==> config.mk <==
export PLATFORM = sky130hd
export DESIGN_NAME = opc_enc_32
export DESIGN_NICKNAME = d
export VERILOG_FILES = /design/src/rtl/enc_pkg.sv /design/src/rtl/opcodes_pkg.sv /design/src/rtl/sync_fifo.sv /design/src/rtl/opc_enc_32.sv
export SDC_FILE = /design/constraint.sdc
export NUM_CORES = 1
export LEC_CHECK = 0
export CORE_ASPECT_RATIO = 1.5
export CORE_MARGIN = 10
export CORE_UTILIZATION = 58
export CTS_BUF_LIST = sky130_fd_sc_hd__clkbuf_4 sky130_fd_sc_hd__clkbuf_8
export DETAILED_ROUTE_END_ITERATION = 7
export PLACE_DENSITY = 0.87
export SLEW_MARGIN = 20
export SYNTH_ARGS = -nofsm -noshare
export SYNTH_HDL_FRONTEND = slang
export SYNTH_SLANG_ARGS = --single-unit
==> constraint.sdc <==
create_clock -name i_clk -period 3.4 [get_ports i_clk]
set_input_delay 1.02 -clock i_clk [delete_from_list [all_inputs] [get_ports i_clk]]
set_output_delay 1.02 -clock i_clk [all_outputs]
set_load 0.02 [all_outputs]
==> src/rtl/enc_pkg.sv <==
// Error codes and controller states shared by the program-load encoder.
package enc_pkg;

    typedef enum logic [2:0] {
        ERR_NONE,
        ERR_OPCODE,
        ERR_RANGE,
        ERR_ALIGN,
        ERR_WRAP
    } enc_err_e;

    typedef enum logic [1:0] {
        IDLE,
        RUN,
        DRAIN,
        DONE
    } enc_state_e;

endpackage

==> src/rtl/opcodes_pkg.sv <==
// Shared opcode definitions for the instruction encoder and its users.
package opcodes_pkg;

    localparam int OPCODES_WIDTH = 4;

    // Codes 12..15 are unassigned and rejected by the encoder.
    typedef enum logic [OPCODES_WIDTH-1:0] {
        ADD_OP = 4'd0,
        SUB_OP = 4'd1,
        AND_OP = 4'd2,
        OR_OP  = 4'd3,
        MUL_OP = 4'd4,
        DIV_OP = 4'd5,
        XOR_OP = 4'd6,
        LW_OP  = 4'd7,
        SW_OP  = 4'd8,
        BEQ_OP = 4'd9,
        BLT_OP = 4'd10,
        BLE_OP = 4'd11
    } opcodes_e;

endpackage

==> src/rtl/sync_fifo.sv <==
// Single-clock FIFO; the head word is visible on rdata while not empty.
module sync_fifo #(
    parameter int WIDTH = 32,
    parameter int DEPTH = 4
) (
    input  logic             clk,
    input  logic             rst_n,
    input  logic             push,
    input  logic             pop,
    input  logic [WIDTH-1:0] wdata,
    output logic [WIDTH-1:0] rdata,
    output logic             full,
    output logic             empty
);
    localparam int PTR_W = $clog2(DEPTH);

    logic [WIDTH-1:0] mem [DEPTH];
    logic [PTR_W:0]   wr_ptr;
    logic [PTR_W:0]   rd_ptr;
    logic             do_push;
    logic             do_pop;

    // Pointers carry one extra wrap bit so full and empty are distinguishable.
    assign empty   = (wr_ptr == rd_ptr);
    assign full    = (wr_ptr[PTR_W] != rd_ptr[PTR_W]) &&
                     (wr_ptr[PTR_W-1:0] == rd_ptr[PTR_W-1:0]);
    assign do_push = push && !full;
    assign do_pop  = pop && !empty;
    assign rdata   = mem[rd_ptr[PTR_W-1:0]];

    always_ff @(posedge clk or negedge rst_n) begin
        if (!rst_n) begin
            wr_ptr <= '0;
            rd_ptr <= '0;
        end else begin
            if (do_push) wr_ptr <= wr_ptr + (PTR_W+1)'(1);
            if (do_pop)  rd_ptr <= rd_ptr + (PTR_W+1)'(1);
        end
    end

    always_ff @(posedge clk) begin
        if (do_push) mem[wr_ptr[PTR_W-1:0]] <= wdata;
    end

endmodule

==> src/rtl/opc_enc_32.sv <==
// Encodes instruction fields into 32-bit words and streams them into
// instruction memory from a base address, buffered through a small FIFO.
module opc_enc_32
    import opcodes_pkg::*;
    import enc_pkg::*;
#(
    parameter int  NUM_REG    = 32,
    parameter int  FIFO_DEPTH = 4,
    parameter int  ADDR_WIDTH = 10,
    localparam int REG_SELECT = $clog2(NUM_REG)
) (
    input  logic                  i_clk,
    input  logic                  i_rst_n,
    input  logic                  i_start,
    input  logic [ADDR_WIDTH-1:0] i_base_addr,
    input  logic                  i_valid,
    output logic                  o_ready,
    input  logic                  i_last,
    input  opcodes_e              i_opcode,
    input  logic [REG_SELECT-1:0] i_sel_a,
    input  logic [REG_SELECT-1:0] i_sel_b,
    input  logic [REG_SELECT-1:0] i_sel_c,
    input  logic [31:0]           i_offset,
    output logic                  o_mem_we,
    output logic [ADDR_WIDTH-1:0] o_mem_addr,
    output logic [31:0]           o_mem_wdata,
    input  logic                  i_mem_ready,
    output logic                  o_busy,
    output logic                  o_done,
    output enc_err_e              o_err
);
    localparam int IMM_WIDTH = 32 - OPCODES_WIDTH - 2 * REG_SELECT;

    enc_state_e            state;
    enc_state_e            state_d;
    enc_err_e              beat_err;
    logic [IMM_WIDTH-1:0]  imm;
    logic [31:0]           enc_word;
    logic [31:0]           fifo_rdata;
    logic [ADDR_WIDTH-1:0] addr;
    logic                  accept;
    logic                  push;
    logic                  pop;
    logic                  fifo_full;
    logic                  fifo_empty;
    logic                  addr_wrap;
    logic                  fits_mem;
    logic                  fits_branch;

    // An offset fits N signed bits when everything from bit N-1 upward is a pure sign extension.
    assign fits_mem    = (&i_offset[31:IMM_WIDTH-1]) | ~(|i_offset[31:IMM_WIDTH-1]);
    assign fits_branch = (&i_offset[31:IMM_WIDTH+1]) | ~(|i_offset[31:IMM_WIDTH+1]);

    always_comb begin
        beat_err = ERR_NONE;
        imm      = '0;
        case (i_opcode)
            ADD_OP, SUB_OP, AND_OP, OR_OP, MUL_OP, DIV_OP, XOR_OP: begin
                imm = {i_sel_c, {(IMM_WIDTH-REG_SELECT){1'b0}}};
            end
            LW_OP, SW_OP: begin
                imm = i_offset[IMM_WIDTH-1:0];
                if (!fits_mem) beat_err = ERR_RANGE;
            end
            BEQ_OP, BLT_OP, BLE_OP: begin
                imm = i_offset[IMM_WIDTH+1:2];
                if (i_offset[1:0] != 2'b00) beat_err = ERR_ALIGN;
                else if (!fits_branch)      beat_err = ERR_RANGE;
            end
            default: beat_err = ERR_OPCODE;
        endcase
    end

    assign enc_word  = {i_opcode, i_sel_a, i_sel_b, imm};
    assign o_ready   = (state == RUN) && !fifo_full;
    assign accept    = i_valid && o_ready;
    assign push      = accept && (beat_err == ERR_NONE);
    assign o_mem_we  = !fifo_empty;
    assign pop       = o_mem_we && i_mem_ready;
    assign addr_wrap = &addr[ADDR_WIDTH-1:2];
    assign o_mem_addr  = addr;
    assign o_mem_wdata = fifo_empty ? '0 : fifo_rdata;
    assign o_busy    = (state == RUN) || (state == DRAIN);
    assign o_done    = (state == DONE);

    sync_fifo #(
        .WIDTH (32),
        .DEPTH (FIFO_DEPTH)
    ) u_fifo (
        .clk   (i_clk),
        .rst_n (i_rst_n),
        .push  (push),
        .pop   (pop),
        .wdata (enc_word),
        .rdata (fifo_rdata),
        .full  (fifo_full),
        .empty (fifo_empty)
    );

    always_ff @(posedge i_clk or negedge i_rst_n) begin
        if (!i_rst_n) state <= IDLE;
        else          state <= state_d;
    end

    always_comb begin
        state_d = state;
        case (state)
            IDLE:    if (i_start) state_d = RUN;
            RUN:     if (accept && i_last) state_d = DRAIN;
            DRAIN:   if (fifo_empty) state_d = DONE;
            DONE:    state_d = IDLE;
            default: state_d = IDLE;
        endcase
    end

    // Only the first error of a load is kept; a beat error wins over a same-cycle wrap.
    always_ff @(posedge i_clk or negedge i_rst_n) begin
        if (!i_rst_n) begin
            addr  <= '0;
            o_err <= ERR_NONE;
        end else if (state == IDLE && i_start) begin
            addr  <= i_base_addr;
            o_err <= ERR_NONE;
        end else begin
            if (pop) addr <= addr + ADDR_WIDTH'(4);
            if (o_err == ERR_NONE) begin
                if (accept && beat_err != ERR_NONE) o_err <= beat_err;
                else if (pop && addr_wrap)          o_err <= ERR_WRAP;
            end
        end
    end

endmodule

# ---- After elaboration in Yosys (flattened, before gate mapping)
# Memory sizes are Yosys's and may differ from the RTL's.
# Index checks and enable logic that the tools add are counted.
dict set report totals {
  reg_bits 21
  latchBits 0
  ramBits 128
  mem_bits_ro 0
  input_bits 67
  output_inout_bits 49
  word_cells 84
  memories 1
}
# name depth word_bits read_ports rd_clocked_by_memory_dff write_ports line
set memory_table {}
lappend memory_table {u_fifo.mem 4 32 1 0 1 sync_fifo.sv:17} ;# logic [WIDTH-1:0] mem [DEPTH];
dict set report classes {
  n_addsub 3
  multipliers 0
  div 0
  magnitude_cmp 0
  n_eq_ne 20
  n_shift 0
  n_mux 18
  bitwise_logic 4
  reduce_logical 33
}
# op count
set op_table {}
lappend op_table {{case mux 18 bit (3 select lines)} 1}
lappend op_table {{two-way mux 32 bit} 1}
lappend op_table {{two-way mux 10 bit} 2}
lappend op_table {{equality test 4 x 3 -> 1 bit (second input constant)} 4}
lappend op_table {{equality test 4 bit (second input constant)} 4}
lappend op_table {{AND reduction 15 bit} 1}
lappend op_table {{OR reduction 15 bit} 1}
lappend op_table {{AND reduction 13 bit} 1}
lappend op_table {{OR reduction 13 bit} 1}
lappend op_table {{two-way mux 2 bit} 6}
lappend op_table {{two-way mux 3 bit} 4}
lappend op_table {{logical AND 1 bit} 11}
lappend op_table {{adder 10 x 3 -> 10 bit (second input constant)} 1}
lappend op_table {{equality test 4 x 2 -> 1 bit (second input constant)} 2}
lappend op_table {{case mux 2 bit (4 select lines)} 1}
lappend op_table {{AND reduction 8 bit} 1}
lappend op_table {{OR reduction 7 bit} 1}
lappend op_table {{adder 3 x 1 -> 3 bit (second input constant)} 2}
lappend op_table {{zero test 3 bit} 2}
lappend op_table {{case mux 2 bit (3 select lines)} 1}
lappend op_table {{nonzero test 2 bit} 3}
lappend op_table {{nonzero test 3 bit} 2}
lappend op_table {{equality test 2 bit (second input constant)} 2}
lappend op_table {{equality test 4 x 1 -> 1 bit (second input constant)} 1}
lappend op_table {{other kinds (17)} 22}

# ---- Depth between registers and ports, before layout
# Gate-level depths: netlist (run 1).
dict set report depth {
  word_depth 11
  mapped_depth 9
  ltp_nobuf 7
}

# ---- Hierarchy
# A second synthesis (run 1) with hierarchy kept.
dict set report unflattened {
  cells_unflattened 384
  hier_area_um2 6517.5
}
# module n_inst cells_per_inst area_per_inst_um2 seq_area_each_um2
set modules_own_cells {}
lappend modules_own_cells {sync_fifo 1 216 5136.2 3993.8}
lappend modules_own_cells {opc_enc_32 1 168 1381.3 375.4}

# ---- Least setup slack after synthesis (run 1)
# No wires, ideal clock.
dict set report synth_path {
  path_kind {in2reg}
  start {input port i_offset[26]}
  end {memory u_fifo.mem[3][0], enable pin}
  setup_ns 0.393
  arrival_ns 3.004
  slack_ns 0.004
  cell_stages 5
  n_path_buf 0
  cell_sequence {or4_4 > nor4_4 > nand4_1 > a32oi_2 > and4_1}
}
dict set report synth_between {
  elab_chain_cells 11
}
# item line
set synth_rtl {}
lappend synth_rtl {{from (decl)} opc_enc_32.sv:23} ;# input logic [31:0] i_offset,
lappend synth_rtl {{OR reduction 13 bit} opc_enc_32.sv:52} ;# assign fits_branch = (&i_offset[31:IMM_WIDTH+1]) | ~(|i_offset[31:IMM_WIDTH+1]);
lappend synth_rtl {{inverter 1 bit} opc_enc_32.sv:52}
lappend synth_rtl {{OR 1 bit} opc_enc_32.sv:52}
lappend synth_rtl {{two-way mux 2 bit} opc_enc_32.sv:68} ;# else if (!fits_branch) beat_err = ERR_RANGE;
lappend synth_rtl {{two-way mux 2 bit} opc_enc_32.sv:67} ;# if (i_offset[1:0] != 2'b00) beat_err = ERR_ALIGN;
lappend synth_rtl {{case mux 2 bit (3 select lines) *} opc_enc_32.sv:57} ;# case (i_opcode)
lappend synth_rtl {{zero test 3 bit *} opc_enc_32.sv:77} ;# assign push = accept && (beat_err == ERR_NONE);
lappend synth_rtl {{logical AND 1 bit *} opc_enc_32.sv:77}
lappend synth_rtl {{logical AND 1 bit *} sync_fifo.sv:27} ;# assign do_push = push && !full;
lappend synth_rtl {{two-way mux 1 bit *} sync_fifo.sv:42} ;# if (do_push) mem[wr_ptr[PTR_W-1:0]] <= wdata;
lappend synth_rtl {{two-way mux 1 bit (not written as such) *} sync_fifo.sv:42}
lappend synth_rtl {{to (decl)} sync_fifo.sv:17}
# Mark *: on every way between the ends. The rest lies on a longest branch, timed or not.

# ---- Worst setup path in the final report (run 1)
dict set report layout_path {
  start {register u_fifo.wr_ptr[1]}
  end {output port o_mem_wdata[27]}
}
dict set report layout_between {
  elab_chain_cells 2
}
# item line
set layout_rtl {}
lappend layout_rtl {{from (decl)} sync_fifo.sv:18} ;# logic [PTR_W:0] wr_ptr;
lappend layout_rtl {{from (signal assigned)} sync_fifo.sv:36} ;# if (do_push) wr_ptr <= wr_ptr + (PTR_W+1)'(1);
lappend layout_rtl {{equality test 3 bit} sync_fifo.sv:24} ;# assign empty = (wr_ptr == rd_ptr);
lappend layout_rtl {{two-way mux 32 bit} opc_enc_32.sv:82} ;# assign o_mem_wdata = fifo_empty ? '0 : fifo_rdata;
lappend layout_rtl {{to (decl)} opc_enc_32.sv:26} ;# output logic [31:0] o_mem_wdata,
# No other way between the ends.

==> results.txt, run 1 <==
Outcome: finished, final reports clean
Antenna violations before repair: 0
FF-to-FF Start: u_fifo.wr_ptr[1]
Simple-gate share of the synthesized area: 0.0847
Total number of vias: 3,921
Clk buf depth: 2
H-tree depth: 4
Worst R2R Path Depth: 6
Drt total wl: 15,000 um
Post-Synth XOR/XNOR Area: 0.0192
Flop2flop setup slack: 1.24 ns
CP Class: flop to output pin
Sequential area share after synthesis: 0.684
Drt drc: 0
CP Data Required Time: 2.38 ns
Clock Skew: 0.00760 ns
Die H: 149 um
Post-Syn Nets: 454
Most common cell after layout, fill and taps aside: edfxtp_1
Diodes inserted: 0
DIE WIDTH: 106 um
Fill count: 588
Tmin final: 3.27 ns
Post-DRT Antenna Nets: 0
Max-slew violations: 0
Mapped Cells: 376
Pre-CTS setup slack: -0.113 ns
Top fanout value on the critical path: 31
Via density per instance: 5.82
HPWL Detailed: 10,800 um
CTS tree: done
DRT iter0 DRCs: 236
Core area: 0.0106 sq mm
Worst Hold End: o_mem_addr[0]
Worst-path clk slew: 0.09 ns
Vias in the first global route: 4,134
CTS root buf: clkbuf_8
Top-level I/O count: 116
Placer Congestion: 0.774
Avg Inst Size Synth: 17.0 sq um
Crit end category: output pin
Setup ws final: 0.127 ns
Multiplexer share of the synthesized area: 0.119
CTS sink cnt: 149
IO Port Bufs: 115
Critical Path Source Type: flop
Pwr dens: 796 mW/mm^2
Largest net degree at the start of global routing: 35
Final hold vios: 0
Min-Delay Path Class: flop to flop
Dpl cells: 642
Total CTS buffers: 17
# setup viols final: 0
Ys Warns: 0
# Post-CTS Setup Buffers: 0
Yosys cell types: 38
DP Area: 0.00793 sq mm
Max IR drop VDD: 723 uV
Synth Area in Adders: 0.0216
GRT Total Usage: 0.193
Worst slew margin: 0.595
Worst Tran Pin Value: 0.605 ns
Worst skew pair latency: 0.44 ns
WHS: 0.521 ns
Post-route clock period utilization: 0.963
Multi-input gate area: 0.00192 sq mm
First-pass GRT wire length: 23,200 um
Seq cells post-synth: 149
Nets: 595
Post-synthesis cell area: 0.00638 sq mm
Hold Path Depth: 1
CP arrival: 2.25 ns
Initial Util: 0.600
Die area: 0.0157 sq mm
Register area: 0.00437 sq mm
Most frequent cells in the layout: edfxtp_1 (128), clkdlybuf4s50_1 (82), and2_1 (34)
Row count: 46
Total grt overflow: 0
RSZ-0062 raised after global routing: false
F_max: 306 MHz
Core Util, Final: 0.779
Worst reg2reg endpoint: state[0]
Finished Layout Cells: 674
Combinational family with the most area after synthesis: multiplexers
Pleak: 2.97 nW
Design Area, Final: 0.00830 sq mm
DR pass1 iterations: 7
Wire length per cell: 22.2 um
Area fraction in compound gates after synthesis: 0.0533
Synthesis-to-finish area growth: 29.9%
Total power: 6.60 mW
Worst Min Path Start: o_mem_addr[0]
TNS Setup: 0 ns
Max-cap violations: 0
Layout cells sized above 1: 0.196
-- worst max path at each step --
| stage | start | end | slack (ns) | depth (start not counted) |
|---|---|---|---|---|
| floorplan | i_offset[26] | u_fifo.mem[3][0] | 0.004 | 5 |
| global placement | i_offset[26] | u_fifo.mem[0][27] | -0.08 | 8 |
| detailed placement | i_offset[25] | u_fifo.mem[1][27] | -0.11 | 8 |
| CTS | u_fifo.wr_ptr[1] | o_mem_we | 0.04 | 4 |
| global route | u_fifo.wr_ptr[1] | o_mem_wdata[5] | 0.06 | 5 |
| finish | u_fifo.wr_ptr[1] | o_mem_wdata[27] | 0.13 | 5 |
-- Yosys cell counts, drive strengths merged --
| library cell | instances | area [sq um] |
|---|---|---|
| or4 | 1 | 11.3 |
| ha | 11 | 138 |
| o311a | 1 | 10.0 |
| nand2 | 19 | 71.3 |
| a21oi | 9 | 45.0 |
| dfrtp | 21 | 526 |
| a32oi | 1 | 16.3 |
| clkbuf | 11 | 41.3 |
| nor4 | 5 | 46.3 |
| o32ai | 1 | 27.5 |
| nor2 | 15 | 58.8 |
| or3b | 1 | 8.76 |
| o21ai | 5 | 25.0 |
| and3 | 1 | 11.3 |
| a22o | 13 | 114 |
| mux2 | 3 | 37.5 |
| and2 | 38 | 241 |
| edfxtp | 128 | 3840 |
| nand3 | 5 | 25.0 |
| nor3 | 4 | 20.0 |
| nand4 | 5 | 31.3 |
| o21a | 1 | 7.51 |
| nand2b | 1 | 6.26 |
| xor2 | 5 | 43.8 |
| mux4 | 32 | 721 |
| a31oi | 3 | 18.8 |
| and4 | 1 | 8.76 |
| buf | 6 | 30.0 |
| o31a | 1 | 8.76 |
| inv | 12 | 45.0 |
| xnor2 | 9 | 78.8 |
| a21boi | 1 | 7.51 |
| a222oi | 6 | 60.1 |
-- cell type report --
| class | count | share of cell area |
|---|---|---|
| clock buffer | 17 | 0.0282 |
| clock inverter | 15 | 0.0176 |
| inverter | 12 | 0.00543 |
| multi-input combinational | 198 | 0.231 |
| sequential | 149 | 0.527 |
| tap | 144 | 0.0217 |
| timing repair buffer | 139 | 0.169 |
-- report_power, final --
part / total, mW / internal (mW) / switching [mW] / leakage (nW)
clock: 1.30 / 0.599 / 0.703 / 0.188
combinational: 2.94 / 1.37 / 1.57 / 1.36
sequential: 2.36 / 2.19 / 0.168 / 1.41
total: 6.60 / 4.16 / 2.44 / 2.97
-- critical path, stage by stage (launching register included) --
cell and delay, ns:
dfrtp_1 0.48, xor2_2 0.20, or3b_1 0.43, buf_6 0.19
and2_1 0.16, dlygate4sd2_1 0.33
-- registers in the layout, summed over array words and instances, names as in the netlist --
| name | flops |
|---|---|
| o_err | 3 |
| u_fifo.rd_ptr | 3 |
| o_mem_addr | 10 |
| u_fifo.wr_ptr | 3 |
| u_fifo.mem | 128 |
| state | 2 |
-- repair_timing --
action / CTS / global route
gates resized for setup: 36 / 2
endpoints found under the setup margin: 33 / 1
hold buffers: 0 / 0
-- kinds of logic after synthesis --
logic type | after synthesis
DFF | 149
and+or+nand+nor | 96
AOI/OAI and AO/OA | 42
muxes | 35
buffers and inverters | 29
xor gates and xnor gates | 14
adders and majority gates | 11
-- metal layers --
metal	global-route usage	vias to the layer above	wire (um)	part of all wire
met5	0	-	0	0
li1	-	1757	-	-
met1	0.201	1955	5110	0.34
met2	0.349	178	8470	0.57
met4	0.0639	0	293	0.020
met3	0.0705	31	1100	0.074
No activity file was read; power rests on OpenSTA's default activity.
==> inputs of run 2 (changes only) <==
--- a/config.mk
+++ b/config.mk
@@ -7,10 +7,10 @@
 export LEC_CHECK = 0
 export CORE_ASPECT_RATIO = 1.5
 export CORE_MARGIN = 10
-export CORE_UTILIZATION = 58
+export CORE_UTILIZATION = 57
 export CTS_BUF_LIST = sky130_fd_sc_hd__clkbuf_4 sky130_fd_sc_hd__clkbuf_8
 export DETAILED_ROUTE_END_ITERATION = 7
-export PLACE_DENSITY = 0.87
+export PLACE_DENSITY = 0.86
 export SLEW_MARGIN = 20
 export SYNTH_ARGS = -nofsm -noshare
 export SYNTH_HDL_FRONTEND = slang
==> run 2 against run 1 <==
Sequential share of layout area decreased by 0.12 points. Register-to-register slack got worse by 0.04 ns. Total power grew 2.6%. Global-route usage fell by 0.68 points. Worst setup slack got worse by 0.013 ns. Critical path depth unchanged. Sequential power about the same. Via count down 0.33%. Wire length shrank 3.7%. Count of clock-buffer cells in the layout is 2 higher. Clock skew grew 0.012 ns. Final cell count unchanged. Critical path type unchanged.
==> results.txt, run 2 (synthesized netlist as in run 1, its figures left out) <==
Top-level I/O count: 116
Critical Path Source Type: flop
Drt total wl: 14,400 um
CTS root buf: clkbuf_8
Worst slew margin: 0.592
Setup ws final: 0.114 ns
Worst Tran Pin Value: 0.611 ns
Pleak: 2.98 nW
Hold Path Depth: 1
CTS sink cnt: 149
H-tree depth: 4
Pwr dens: 815 mW/mm^2
Min-Delay Path Class: flop to flop
DR pass1 iterations: 6
Worst Min Path Start: o_mem_addr[0]
IO Port Bufs: 115
Crit-path cells: xor2_1 > or3b_1 > buf_4 > and2_1 > dlygate4sd2_1
Largest register FFs: 128
Diodes inserted: 0
Die area: 0.0159 sq mm
DRT iter0 DRCs: 316
CP arrival: 2.27 ns
Initial Util: 0.581
Int Pwr: 4.42 mW
# Post-CTS Setup Buffers: 0
Vias in the first global route: 4,227
Via density per instance: 5.80
Total number of vias: 3,908
F_max: 304 MHz
Max IR drop VDD: 650 uV
Antenna violations before repair: 0
CP Class: flop to output pin
# setup viols final: 0
Crit path max-delay family: simple AND/OR/NAND/NOR gates
Crit path buf inv count: 2
Row count: 47
Nets: 592
CP Data Required Time: 2.38 ns
HPWL Detailed: 10,200 um
Slowest stage cell, crit path: dfrtp_1
Drt drc: 0
Seq pwr share: 0.346
Wire length per cell: 21.4 um
Synthesis-to-finish area growth: 30.2%
Clock Skew: 0.0194 ns
Dpl cells: 642
Top fanout value on the critical path: 35
Worst Hold End: o_mem_addr[0]
CTS tree: done
Tmin final: 3.29 ns
Max-cap violations: 0
GRT Total Usage: 0.186
Flop2flop setup slack: 1.20 ns
Die H: 150 um
WHS: 0.525 ns
Core Util, Final: 0.756
Outcome: finished, final reports clean
Core area: 0.0110 sq mm
Most common cell after layout, fill and taps aside: edfxtp_1
Psw: 2.35 mW
Pre-CTS setup slack: -0.141 ns
Worst skew pair latency: 0.44 ns
FF-to-FF Start: u_fifo.wr_ptr[1]
Most frequent cells in the layout: edfxtp_1 (128), clkdlybuf4s50_1 (82), and2_1 (34)
Worst-path clk slew: 0.09 ns
Critical path's largest stage delay: 0.45 ns
Worst R2R Path Depth: 7
Largest net degree at the start of global routing: 36
Layout cells sized above 1: 0.190
Stages on worst setup path: 5
Max-slew violations: 0
Sw Ratio: 0.347
DIE WIDTH: 106 um
Post-DRT Antenna Nets: 0
Finished Layout Cells: 674
Post-route clock period utilization: 0.966
Total CTS buffers: 17
RSZ-0062 raised after global routing: false
Final hold vios: 0
Clock share of power: 0.229
Worst reg2reg endpoint: o_err[2]
Combinational share of power: 0.425
First-pass GRT wire length: 22,800 um
Crit end category: output pin
Clk buf depth: 2
Total grt overflow: 0
Placer Congestion: 0.812
-- run 2: what timing repair did --
item                                    CTS  global route
hold buffers                              0             0
resized for setup                        34             0
endpoints found under the setup margin   33             0
-- run 2: stage by stage --
step                power (mW)  TNS (ns)  cell area, sq um
floorplan                 4.20         0              6380
global placement          5.47     -5.61              7880
detailed placement        5.54    -13.43              7880
CTS                       6.86         0              8320
global route              7.16         0              8320
finish                    6.78         0              8320
-- run 2: power by group through the flow --
stage	combinational, mW	clock [mW]	sequential [mW]
floorplan	1.77	0	2.43
global placement	3.10	0	2.37
detailed placement	3.16	0	2.38
CTS	2.95	1.57	2.35
global route	3.13	1.66	2.37
finish	2.88	1.55	2.35
-- run 2: area by class of cell --
class / instances / area [sq um]
clock inverters: 13 / 216
repair buffers: 136 / 1340
multi-input cells: 198 / 1910
well taps: 147 / 184
fillers: 626 / 2680
clock buffers: 19 / 249
inverters: 12 / 45.0
flip-flops and latches: 149 / 4370
-- run 2: worst max path at each step --
stage	startpoint	to	slack (ns)
after floorplan	i_offset[26]	u_fifo.mem[3][0]	0.004
after global placement	i_offset[26]	u_fifo.mem[1][22]	-0.06
after detailed placement	i_offset[26]	u_fifo.mem[0][17]	-0.14
after CTS	u_fifo.rd_ptr[2]	o_mem_wdata[29]	0.07
after global routing	u_fifo.rd_ptr[2]	o_mem_wdata[29]	0.001
final	u_fifo.wr_ptr[1]	o_mem_wdata[29]	0.11
-- run 2: routing by layer --
| metal | routed length, um | global-route usage |
|---|---|---|
| met3 | 1330 | 0.0758 |
| met5 | 0 | 0 |
| met1 | 4850 | 0.191 |
| met4 | 279 | 0.0605 |
| met2 | 7960 | 0.336 |
==> inputs of run 3 (changes only) <==
--- a/config.mk
+++ b/config.mk
@@ -7,11 +7,13 @@
 export LEC_CHECK = 0
 export CORE_ASPECT_RATIO = 1.5
 export CORE_MARGIN = 10
-export CORE_UTILIZATION = 57
+export CORE_UTILIZATION = 45
 export CTS_BUF_LIST = sky130_fd_sc_hd__clkbuf_4 sky130_fd_sc_hd__clkbuf_8
 export DETAILED_ROUTE_END_ITERATION = 7
-export PLACE_DENSITY = 0.86
+export GPL_TIMING_DRIVEN = 0
+export PLACE_DENSITY = 0.7
 export SLEW_MARGIN = 20
 export SYNTH_ARGS = -nofsm -noshare
 export SYNTH_HDL_FRONTEND = slang
 export SYNTH_SLANG_ARGS = --single-unit
+export TNS_END_PERCENT = 50
==> run 3 against run 2 <==
Global-route usage decreased by 3.2 points. Sequential power hardly changed. Clock skew down 0.0038 ns. First-iteration DRC count shrank 35%. Via count decreased by 3.4%. Critical path depth rose by 2. Clock power down 17%. Worst hold slack got worse by 0.027 ns. Die area up 22%. Non-clock buffer count shrank 3. Count of clock-buffer cells in the layout down 2. Critical path type unchanged.
==> results.txt, run 3 (synthesized netlist as in run 1, its figures left out) <==
Outcome: finished, final reports clean
Placer Congestion: 0.794
Largest net degree at the start of global routing: 33
Worst slew margin: 0.347
Layout cells sized above 1: 0.225
DR pass1 iterations: 5
Flop2flop setup slack: 1.18 ns
GRT Total Usage: 0.154
Row count: 53
Worst reg2reg endpoint: u_fifo.mem[2][27]
CP Class: flop to output pin
Post-CTS Hold Buffers: 0
Drt total wl: 14,500 um
Crit path max-delay family: buffers and inverters
Via density per instance: 5.27
Critical path's largest stage delay: 0.40 ns
Top fanout value on the critical path: 10
Post-DRT Antenna Nets: 0
CTS root buf: clkbuf_8
Pleak: 2.88 nW
Die area: 0.0195 sq mm
CTS tree: done
Clock Skew: 0.0156 ns
Nets: 589
IO Port Bufs: 115
# Post-CTS Setup Buffers: 0
CTS sink cnt: 149
CP arrival: 2.29 ns
DIE WIDTH: 117 um
Worst-path clk slew: 0.08 ns
Worst Min Path Start: u_fifo.wr_ptr[2]
F_max: 302 MHz
Most frequent cells in the layout: edfxtp_1 (128), clkdlybuf4s50_1 (80), and2_1 (34)
Crit path buf inv count: 4
Top-level I/O count: 116
Min-Delay Path Class: flop to flop
Initial Util: 0.456
# setup viols final: 0
Core area: 0.0140 sq mm
Synthesis-to-finish area growth: 28.3%
Most common cell after layout, fill and taps aside: edfxtp_1
Max IR drop VDD: 456 uV
Worst Tran Pin Value: 0.977 ns
First-pass GRT wire length: 22,700 um
Tmin final: 3.31 ns
Crit end category: output pin
Total grt overflow: 0
Post-route clock period utilization: 0.974
HPWL Detailed: 10,300 um
Crit-path cells: buf_4 > xor2_1 > or3b_1 > buf_6 > clkbuf_8 > and2_1 > clkdlybuf4s15_2
RSZ-0062 raised after global routing: false
Worst R2R Path Depth: 5
Critical Path Source Type: flop
Clk buf depth: 2
Max-slew violations: 0
Diodes inserted: 0
Total power: 6.62 mW
Pwr dens: 808 mW/mm^2
Largest register FFs: 128
Final hold vios: 0
FF-to-FF Start: u_fifo.rd_ptr[1]
Hold Path Depth: 1
Antenna violations before repair: 0
Wire length per cell: 20.3 um
Die H: 166 um
CP Data Required Time: 2.38 ns
Worst skew pair latency: 0.44 ns
Slowest stage cell, crit path: or3b_1
Drt drc: 0
WHS: 0.498 ns
Worst Hold End: u_fifo.wr_ptr[2]
DRT iter0 DRCs: 206
H-tree depth: 4
Max-cap violations: 0
Total CTS buffers: 17
Total number of vias: 3,776
Vias in the first global route: 4,167
## run 3: changes by cell type in the layout (fill, tap and decap cells not counted), moves of 6 or more
| cell | previous run | this run |
|---|---|---|
| clkbuf_2 | 0 | 8 |
| clkdlybuf4s15_2 | 0 | 14 |
| buf_2 | 0 | 10 |
| buf_12 | 6 | 0 |
| buf_4 | 15 | 4 |
| dlygate4sd2_1 | 33 | 4 |
## run 3: cell type report
type / count / area (sq um)
plain buffers: 17 / 128
clock buffers: 17 / 234
clock inverters: 15 / 148
fillers: 1114 / 5800
inverters: 12 / 45.0
multi-input cells: 198 / 1910
flip-flops and latches: 149 / 4370
well taps: 192 / 240
repair buffers: 116 / 1120
## run 3: worst max path at each step
stage / from / to / cells past startpoint
floorplan: i_offset[26] / u_fifo.mem[3][0] / 5
global placement: i_offset[26] / u_fifo.mem[3][8] / 6
detailed placement: i_offset[26] / u_fifo.mem[0][2] / 7
CTS: i_offset[26] / u_fifo.mem[2][1] / 7
global route: u_fifo.rd_ptr[1] / o_mem_wdata[4] / 7
finish: u_fifo.rd_ptr[1] / o_mem_wdata[25] / 7
## run 3: stage by stage
step / utilization / cell area (sq um) / cells / setup slack (ns) / TNS, ns
3_3_place_gp: 0.556 / 7780 / 683 / -1.18 / -104.54
5_1_grt: 0.585 / 8190 / 716 / 0.000892 / 0
6_report: 0.585 / 8190 / 716 / 0.0871 / 0
3_5_place_dp: 0.558 / 7800 / 684 / -0.714 / -79.17
2_1_floorplan: - / 6380 / 376 / 0.00357 / 0
4_1_cts: 0.587 / 8220 / 716 / -0.235 / -21.23
## run 3: repair_timing
item / CTS / global route
resized for setup: 113 / 15
endpoints found under the setup margin: 129 / 135
pin swaps: 0 / 5
endpoints found under the hold margin: 0 / 0
## run 3: where the power goes
group / internal (mW) / switching (mW) / leakage (nW)
Sequential: 2.19 / 0.139 / 1.41
Clock: 0.598 / 0.697 / 0.193
Combinational: 1.41 / 1.59 / 1.27
Total: 4.20 / 2.42 / 2.88
## run 3: per-layer routing
| metal | track usage | share of wire | up-vias |
|---|---|---|---|
| met5 | 0 | 0 | - |
| met4 | 0.0550 | 0.013 | 0 |
| met3 | 0.0521 | 0.066 | 13 |
| met2 | 0.278 | 0.56 | 124 |
| met1 | 0.159 | 0.36 | 1890 |
| li1 | - | - | 1749 |
